[src/rtl/pe_acc_chain.sv]
// pe_acc_chain: PE output stage. It has two accumulator banks. One bank
// collects partial sums while the other drains onto the valid/ready chain
// towards the right neighbour. After its own words have drained, a non-head
// PE forwards the left neighbour's stream until that stream's last beat.
//
// Ports
//   clk, rst                   clock and asynchronous active-high reset
//   cfg_len                    active entries per frame (0 or >DEPTH means DEPTH)
//   cfg_sat                    1 = saturate on overflow, 0 = wrap
//   cfg_head                   1 = leftmost PE, so there is no left stream to forward
//   acc_valid/acc_first        accumulate strobe, and overwrite instead of add
//   psum_in                    signed partial sum
//   swap_req/swap_ack          bank swap request (level) and one-cycle acknowledge
//   ovf_flag                   sticky overflow flag of the compute bank
//   in_valid/in_data/in_last   stream from the left PE, with in_ready back
//   out_valid/out_data/out_last stream to the right PE, with out_ready back
//   busy                       high while draining or forwarding
module pe_acc_chain #(
  parameter int DATA_W = 24,
  parameter int IN_W   = 24,
  parameter int DEPTH  = 32,
  parameter int LEN_W  = $clog2(DEPTH + 1)
) (
  input  logic                     clk,
  input  logic                     rst,
  input  logic [LEN_W-1:0]         cfg_len,
  input  logic                     cfg_sat,
  input  logic                     cfg_head,
  input  logic                     acc_valid,
  input  logic                     acc_first,
  input  logic signed [IN_W-1:0]   psum_in,
  input  logic                     swap_req,
  output logic                     swap_ack,
  output logic                     ovf_flag,
  input  logic                     in_valid,
  input  logic signed [DATA_W-1:0] in_data,
  input  logic                     in_last,
  output logic                     in_ready,
  output logic                     out_valid,
  output logic signed [DATA_W-1:0] out_data,
  output logic                     out_last,
  input  logic                     out_ready,
  output logic                     busy
);

  localparam int AW = (DEPTH > 1) ? $clog2(DEPTH) : 1;

  localparam logic [1:0] S_IDLE  = 2'd0;
  localparam logic [1:0] S_DRAIN = 2'd1;
  localparam logic [1:0] S_PASS  = 2'd2;

  // An add of two DATA_W words has overflowed when the two top bits of the
  // DATA_W+1 result differ.
  function automatic logic sum_ovf(input logic signed [DATA_W:0] s);
    return s[DATA_W] ^ s[DATA_W-1];
  endfunction

  // Clamp to the signed DATA_W range when saturating. Otherwise keep the low
  // bits (two's-complement wrap). The true sign is s[DATA_W].
  function automatic logic signed [DATA_W-1:0] clip(input logic signed [DATA_W:0] s,
                                                    input logic sat);
    logic signed [DATA_W-1:0] max_v;
    logic signed [DATA_W-1:0] min_v;
    max_v = {1'b0, {(DATA_W-1){1'b1}}};
    min_v = {1'b1, {(DATA_W-1){1'b0}}};
    if (sat && sum_ovf(s)) begin
      return s[DATA_W] ? min_v : max_v;
    end
    return s[DATA_W-1:0];
  endfunction

  // Bank storage is never reset. The first pass of a frame uses acc_first.
  logic signed [DATA_W-1:0] mem_q [2][DEPTH];

  logic [1:0]               state_q, state_d;
  logic                     bank_sel_q, bank_sel_d;
  logic [AW-1:0]            acc_addr_q, acc_addr_d;
  logic [AW-1:0]            rd_ptr_q, rd_ptr_d;
  logic                     out_valid_q, out_valid_d;
  logic signed [DATA_W-1:0] out_data_q, out_data_d;
  logic                     out_last_q, out_last_d;
  logic                     swap_ack_q, swap_ack_d;
  logic                     ovf_q, ovf_d;

  logic [LEN_W-1:0]         len_eff;
  logic [AW-1:0]            last_idx;
  logic signed [DATA_W:0]   old_x, psum_x, acc_sum;
  logic signed [DATA_W-1:0] acc_wr;
  logic                     acc_ovf;
  logic                     load, swap_go, pass_rdy, in_fire;

  always_comb begin
    len_eff  = (cfg_len == '0 || cfg_len > LEN_W'(DEPTH)) ? LEN_W'(DEPTH) : cfg_len;
    last_idx = AW'(len_eff - LEN_W'(1));
  end

  // Accumulate datapath: read-modify-write of the compute bank entry
  always_comb begin
    old_x   = {mem_q[bank_sel_q][acc_addr_q][DATA_W-1], mem_q[bank_sel_q][acc_addr_q]};
    psum_x  = {{(DATA_W+1-IN_W){psum_in[IN_W-1]}}, psum_in};
    acc_sum = old_x + psum_x;
    if (acc_first) begin
      acc_wr  = psum_x[DATA_W-1:0];
      acc_ovf = 1'b0;
    end else begin
      acc_wr  = clip(acc_sum, cfg_sat);
      acc_ovf = sum_ovf(acc_sum);
    end
  end

  always_ff @(posedge clk) begin
    if (acc_valid) begin
      mem_q[bank_sel_q][acc_addr_q] <= acc_wr;
    end
  end

  // Control: swap handshake, drain/forward FSM, output register
  always_comb begin
    state_d     = state_q;
    bank_sel_d  = bank_sel_q;
    acc_addr_d  = acc_addr_q;
    rd_ptr_d    = rd_ptr_q;
    out_valid_d = out_valid_q;
    out_data_d  = out_data_q;
    out_last_d  = out_last_q;
    ovf_d       = ovf_q;

    load     = !out_valid_q || out_ready;
    swap_go  = swap_req && (state_q == S_IDLE) && (acc_addr_q == '0) && !acc_valid;
    pass_rdy = (state_q == S_PASS) && load;
    in_fire  = in_valid && pass_rdy;

    swap_ack_d = swap_go;

    if (acc_valid) begin
      acc_addr_d = (acc_addr_q == last_idx) ? '0 : acc_addr_q + AW'(1);
      if (acc_ovf) begin
        ovf_d = 1'b1;
      end
    end

    // A swap only happens with acc_valid low, so it never races an overflow.
    if (swap_go) begin
      bank_sel_d = ~bank_sel_q;
      ovf_d      = 1'b0;
      rd_ptr_d   = '0;
      state_d    = S_DRAIN;
    end

    case (state_q)
      S_DRAIN: begin
        if (load) begin
          out_data_d  = mem_q[~bank_sel_q][rd_ptr_q];
          out_valid_d = 1'b1;
          out_last_d  = cfg_head && (rd_ptr_q == last_idx);
          rd_ptr_d    = rd_ptr_q + AW'(1);
          if (rd_ptr_q == last_idx) begin
            state_d = cfg_head ? S_IDLE : S_PASS;
          end
        end
      end
      S_PASS: begin
        if (in_fire) begin
          out_data_d  = in_data;
          out_last_d  = in_last;
          out_valid_d = 1'b1;
          if (in_last) begin
            state_d = S_IDLE;
          end
        end else if (load) begin
          out_valid_d = 1'b0;
        end
      end
      default: begin
        if (load) begin
          out_valid_d = 1'b0;
        end
      end
    endcase
  end

  always_ff @(posedge clk or posedge rst) begin
    if (rst) begin
      state_q     <= S_IDLE;
      bank_sel_q  <= 1'b0;
      acc_addr_q  <= '0;
      rd_ptr_q    <= '0;
      out_valid_q <= 1'b0;
      out_data_q  <= '0;
      out_last_q  <= 1'b0;
      swap_ack_q  <= 1'b0;
      ovf_q       <= 1'b0;
    end else begin
      state_q     <= state_d;
      bank_sel_q  <= bank_sel_d;
      acc_addr_q  <= acc_addr_d;
      rd_ptr_q    <= rd_ptr_d;
      out_valid_q <= out_valid_d;
      out_data_q  <= out_data_d;
      out_last_q  <= out_last_d;
      swap_ack_q  <= swap_ack_d;
      ovf_q       <= ovf_d;
    end
  end

  assign swap_ack  = swap_ack_q;
  assign ovf_flag  = ovf_q;
  assign in_ready  = pass_rdy;
  assign out_valid = out_valid_q;
  assign out_data  = out_data_q;
  assign out_last  = out_last_q;
  assign busy      = (state_q != S_IDLE);

endmodule
[config.mk]
export PLATFORM = sky130hd
export DESIGN_NAME = pe_acc_chain
export DESIGN_NICKNAME = d
export VERILOG_FILES = /design/src/rtl/pe_acc_chain.sv
export SDC_FILE = /design/constraint.sdc
export NUM_CORES = 2
export LEC_CHECK = 0
export ABC_AREA = 0
export CAP_MARGIN = 30
export CELL_PAD_IN_SITES_DETAIL_PLACEMENT = 1
export CELL_PAD_IN_SITES_GLOBAL_PLACEMENT = 1
export CORE_MARGIN = 4
export CORE_UTILIZATION = 49
export DETAILED_ROUTE_END_ITERATION = 8
export PLACE_DENSITY_LB_ADDON = 0.2
export SYNTH_ARGS = -nofsm -noshare
export SYNTH_HDL_FRONTEND = slang
export SYNTH_SLANG_ARGS = --single-unit
[constraint.sdc]
create_clock -name clk -period 7.7 [get_ports clk]
set_input_delay 1.925 -clock clk [delete_from_list [all_inputs] [get_ports clk]]
set_output_delay 1.925 -clock clk [all_outputs]
set_load 0.02 [all_outputs]
* Word-level counts from Yosys, hierarchy flattened
Memories as Yosys holds them, arrays and structs flattened.
Index checks and enable logic that the tools add are counted.
** Word-level totals
- Register bits :: 41
- Memory bits (writable) :: 1536
- Output and inout port bits :: 30
- Memories kept :: 1
** Memories
- mem_q :: words 2, bits a word 768, rd ports 2, clocked after memory_dff 0, wr ports 1, line 73 : logic signed [DATA_W-1:0] mem_q [2][DEPTH];
** Cells by class
- Add/sub/neg operators :: 4
- Magnitude comparators :: 4
- Equal/unequal tests :: 6
- Multiplexer cells :: 42
- Bitwise logic cells :: 4
- Reductions and logical operators :: 21
** Operators with widths (number)
- 2-to-1 mux 768 bit :: 1
- 2-to-1 mux 24 bit :: 11
- binary-select mux 24 bit (select 5 bit) :: 2
- demux 24 bit (select 5 bit) :: 1
- case mux 24 bit (2 select lines) :: 1
- adder 24 x 24 -> 25 bit :: 1
- 2-to-1 mux 5 bit :: 5
- greater-or-equal comparator 6 bit (second input constant) :: 2
- 2-to-1 mux 1 bit :: 12
- 2-to-1 mux 2 bit :: 6
- NOT 5 -> 6 bit :: 2
- adder 5 x 1 -> 5 bit (second input constant) :: 2
- equality test 5 bit :: 2
- logical AND 1 bit :: 8
- nonzero test 2 bit :: 4
- > comparator 6 bit (second input constant) :: 1
- logical NOT 6 bit :: 1
- < comparator 6 x 1 -> 1 bit (second input constant) :: 1
- logical NOT 5 bit :: 1
- subtractor 5 x 1 -> 5 bit (second input constant) :: 1
- != test 2 bit (second input constant) :: 2
- case mux 1 bit (2 select lines) :: 2
- case mux 2 bit (2 select lines) :: 1
- AND reduction 3 bit :: 1
- other kinds (8) :: 10

* Depth between registers and ports, before layout
- Depth after elaboration :: 11
- Mapped depth :: 23
- Gate-level depth less buffers :: 15

* Worst setup path after synthesis
OpenSTA, ideal clock, no wires.
- Kind :: register -> register
- From :: register acc_addr_q[0]
- To :: memory mem_q[0][114] in the netlist's numbering, data pin
- Setup time :: 0.739 ns
- Data arrival time :: 7.308 ns
- Data required time :: 6.961 ns
- Setup slack :: -0.348 ns
- Stages on the path, launching flop included :: 16
- Buffers on the path :: 3
- Cells stage by stage :: dfrtp_1 > buf_2 > buf_2 > buf_1 > mux4_2 > mux4_2 > a2111o_1 > ha_1 > a21oi_1 > o211ai_1 > a211oi_1 > nand2_1 > a41o_1 > nor2b_1 > a31oi_2 > a221oi_1
** On the way
- Word-level cells in the longest chain between the ends :: 11
- Elaborated cells between the ends (all ways) :: 13
- Those cells by class :: add/sub: 1; mux: 9; bitwise: 2; reduce/logical: 1
** Ends and longest elaborated chain
- from (decl) :: line 77 : logic [AW-1:0] acc_addr_q, acc_addr_d;
- from (signal assigned) :: line 196 : acc_addr_q <= acc_addr_d;
- NOT 5 -> 6 bit (not written as such) * :: line 99 : old_x = {mem_q[bank_sel_q][acc_addr_q][DATA_W-1], mem_q[bank_sel_q][acc_addr_q]};
- binary-select mux 24 bit (select 5 bit) * :: line 99
- 2-to-1 mux 24 bit (not written as such) * (2 in a row) :: line 99
- adder 24 x 24 -> 25 bit * :: line 101 : acc_sum = old_x + psum_x;
- XOR 1 bit :: line 55 : return s[DATA_W] ^ s[DATA_W-1];
- logical AND 1 bit :: line 66 : if (sat && sum_ovf(s)) begin
- 2-to-1 mux 1 bit :: line 66
- 2-to-1 mux 1 bit :: line 102 : if (acc_first) begin
- 2-to-1 mux 24 bit * :: line 69 : return s[DATA_W-1:0];
- 2-to-1 mux 24 bit * :: line 102
- named net acc_wr[18] :: line 88 : logic signed [DATA_W-1:0] acc_wr;
- to (decl) :: line 73
The timed path passes the listed nets; every way through them passes the cells marked *. The select of a mux whose other input is x is not followed.

* Final worst setup path
- From :: register bank_sel_q
- To :: memory mem_q[1][381] in the netlist's numbering, data pin
** On the way
- Word-level cells in the longest chain between the ends :: 11
- Elaborated cells between the ends (all ways) :: 13
- Those cells by class :: add/sub: 1; mux: 9; bitwise: 1; reduce/logical: 1; memory: 1
** Ends and longest elaborated chain
- from (decl) :: line 76 : logic bank_sel_q, bank_sel_d;
- from (signal assigned) :: line 195 : bank_sel_q <= bank_sel_d;
- memory (2 x 768 bit) *
- binary-select mux 24 bit (select 5 bit) * :: line 99
- 2-to-1 mux 24 bit (not written as such) * (2 in a row) :: line 99
- adder 24 x 24 -> 25 bit * :: line 101
- XOR 1 bit :: line 55
- logical AND 1 bit :: line 66
- 2-to-1 mux 1 bit :: line 66
- 2-to-1 mux 1 bit :: line 102
- 2-to-1 mux 24 bit * :: line 69
- 2-to-1 mux 24 bit * :: line 102
- named net acc_wr[21] :: line 88
Marks and branches as above.

==> reports/results.ini <==
[run_status]
status=finished clean

[synth]
synth_top_family_by_area=multiplexers
netlist_area_mm2=0.0742
ys_ff_latch=1577
synthMuxAreaShare_pct=30.0
avgSynthCellArea_um2=21.0
synth_edf_count=1536
synth-main-ff-cell=edfxtp_1
syn-num-nets=3628
synth-simple-area-share_pct=1.67
ys_seq_area_share_pct=63.6
synth_compound_area_share_pct=2.05
syn_inst=3530
ys_types=59
synth_xor_area_share_pct=0.388
synthAdderAreaFrac_pct=0.584
yosysWarnings=0
ys_async_sr_fraction_pct=2.60

[cells_and_area]
design_area_mm2=0.0843
regArea_mm2=0.0472
fin_nets=3814
layout_commonest_cell=edfxtp_1
layout-drive-gt1-share_pct=37.4
most-common-layout-cells=1536 x edfxtp_1, 913 x mux4_2, 168 x mux2i_1, 168 x clkbuf_16, 154 x buf_4
fill_cells=12700
area_growth_pct=13.7
multi_input_area_mm2=0.0265

[sta]
tightestPinTransition_ns=1.05
hold_viol_final=0
fmax_mhz=141
fin_setup_tns_ns=0
rsz0062_at_grt=no
setup_violations=0
finalCritPeriodShare_pct=92.1
period_minus_slack_ns=7.09
relSlewSlack_pct=29.8
fin_hold_ws_ns=0.488
drv_slew=0
fin_skew_ns=0.0299

[worst_hold_path]
worstHoldPathCells=2
hold_end=out_data[19]
min_from=out_data[19]
hold_class=flip-flop to flip-flop

[global_route]
grt_pass1_vias=43600
grt_usage_pct=31.1
grt_pass1_wl_mm=343
antenna_found_initial=12
grt_max_degree=140
grt.overflow.total=0

[worst_setup_path]
r2r-end=mem_q[1][381]
worstPathArrival_ns=7.67
critPathSlowestCell=dfrtp_4
critical_path_class=flip-flop to flip-flop
crit_family=compound AO/OA/AOI/OAI gates
cp_cell_sequence=buf_12, mux4_2, mux2i_1, o22ai_1, nor3_1, nand2_1, ha_1, nand2_1, nor2_1, a211oi_1, nand2_1, a41o_1, nor2b_1, a31oi_4, buf_4, a21oi_4, buf_4
reg2reg_setup_slack_ns=0.61
r2r_cells=17
crit_top_cell=nand2_1
path_buf_inv=3
cp-start-kind=flip-flop
critPathMaxFanout=77
slowest_delay_ns=0.88
crit_required_ns=8.28
critPathCaptureType=flip-flop
r2r_start=bank_sel_q

[floorplanning]
die_area_mm2=0.158
die_w_um=397
fp.dieH_um=397
fp.coreArea_mm2=0.150
start_util_pct=49.4
rows=142
ios=94

[placement]
port_buffers=93
hpwl_mm=152
placed_cell_area_mm2=0.0791
gp_congestion=0.915

[clock_tree]
cts_tree=done
clockBufferDepth=3
clock_latency_ns=0.82
cts_hold_buffers=0
cts_buffers=165
cts_resized=0
cts.sinks=1577
htree_levels=4
path_clk_slew_ns=0.06
clockRootBuffer=clkbuf_16
cts_setup_buffers=0

[route]
routed_wirelength_mm=242
avgRoutedWirePerCell_um=41.3
first_pass_iters=7
drtIter0Drc=6058
drc=0
via_per_inst=7.25
ant_nets=0
vias=42500

[power]
vdd_drop_max_v=0.000359
p_leak_uw=0.0257
power_density_mw_per_mm2=411

[run]
maxCapViolations=0

## cell type report
type                            count  area share, %
Inverter                           20         0.0979
Clock buffer                      207           5.16
Antenna cell                        4         0.0119
Tap cell                         2016           2.99
Timing Repair Buffer              287           3.39
Multi-Input combinational cell   1665           31.5
Sequential cell                  1577           55.9
Clock inverter                     92          0.944
## power breakdown
part / switching [µW] / internal (µW)
sequential: 308 / 13000
combinational: 8940 / 4710
clock: 3390 / 4320
total: 12600 / 22000
## tightest hold or removal path: stages, from the launching register on
cell and delay [ns]:
dfrtp_1 0.34, nand2_1 0.05, o21ai_1 0.06
## cell usage after synthesis (7+ instances only)
master	n	area (µm²)
a21o_1	9	67.6
nor2b_1	26	163
nand3_1	18	90.1
buf_2	117	586
o22ai_1	73	457
dfrtp_1	41	1030
nand3b_1	7	52.6
xnor2_1	19	166
nor2_1	86	323
edfxtp_1	1536	46100
clkbuf_1	110	413
o21ai_1	49	245
buf_1	33	124
mux4_2	913	20600
mux2i_1	168	1680
nand2_1	82	308
a2111o_1	7	78.8
a211oi_1	7	52.6
a21oi_1	54	270
xor2_1	12	105
o21ai_0	20	100
inv_1	17	63.8
ha_1	33	413
nor3_1	13	65.1
## kinds of logic after synthesis
kind of cell	count (synthesis)
AO/OA/AOI/OAI	248
XOR/XNOR	32
adder cells (fa/ha/maj)	34
buffers and inverters	288
flip-flops	1577
multiplexers	1084
AND/OR/NAND/NOR	267
## metal layers
layer	global-route usage [%]	routed length, µm	vias to the layer above
met5	0	57	-
met4	12.0	10300	8
met3	8.39	29400	575
met2	46.9	111000	2990
met1	43.8	91500	23100
li1	-	-	15900
## worst max-delay path by stage
stage                  startpoint            end  slack (ns)  depth (start not counted)
floorplan           acc_addr_q[0]  mem_q[0][108]        0.56                         18
global placement    acc_addr_q[0]  mem_q[1][102]        0.95                         18
detailed placement  acc_addr_q[0]  mem_q[0][237]        0.74                         18
CTS                 acc_addr_q[0]  mem_q[0][126]        0.71                         18
global route        acc_addr_q[0]  mem_q[1][381]        0.24                         18
finish                 bank_sel_q  mem_q[1][381]        0.61                         17
## stage by stage
stage	std cells	util (%)	power [µW]	worst slack [ns]
floorplan	3530	-	21400	0.565
global placement	5555	52.6	26200	0.947
detailed placement	5561	52.7	26800	0.737
CTS	5860	56.1	34500	0.711
global route	5864	56.2	35900	0.244
finish	5868	56.2	34600	0.611
## state kept, by name, indices dropped and copies added, names as in the netlist
name        count
state_q         2
bank_sel_q      1
out_valid       1
mem_q        1536
out_last        1
acc_addr_q      5
ovf_flag        1
swap_ack        1
rd_ptr_q        5
out_data       24
Power figures use the tool's default switching activity.
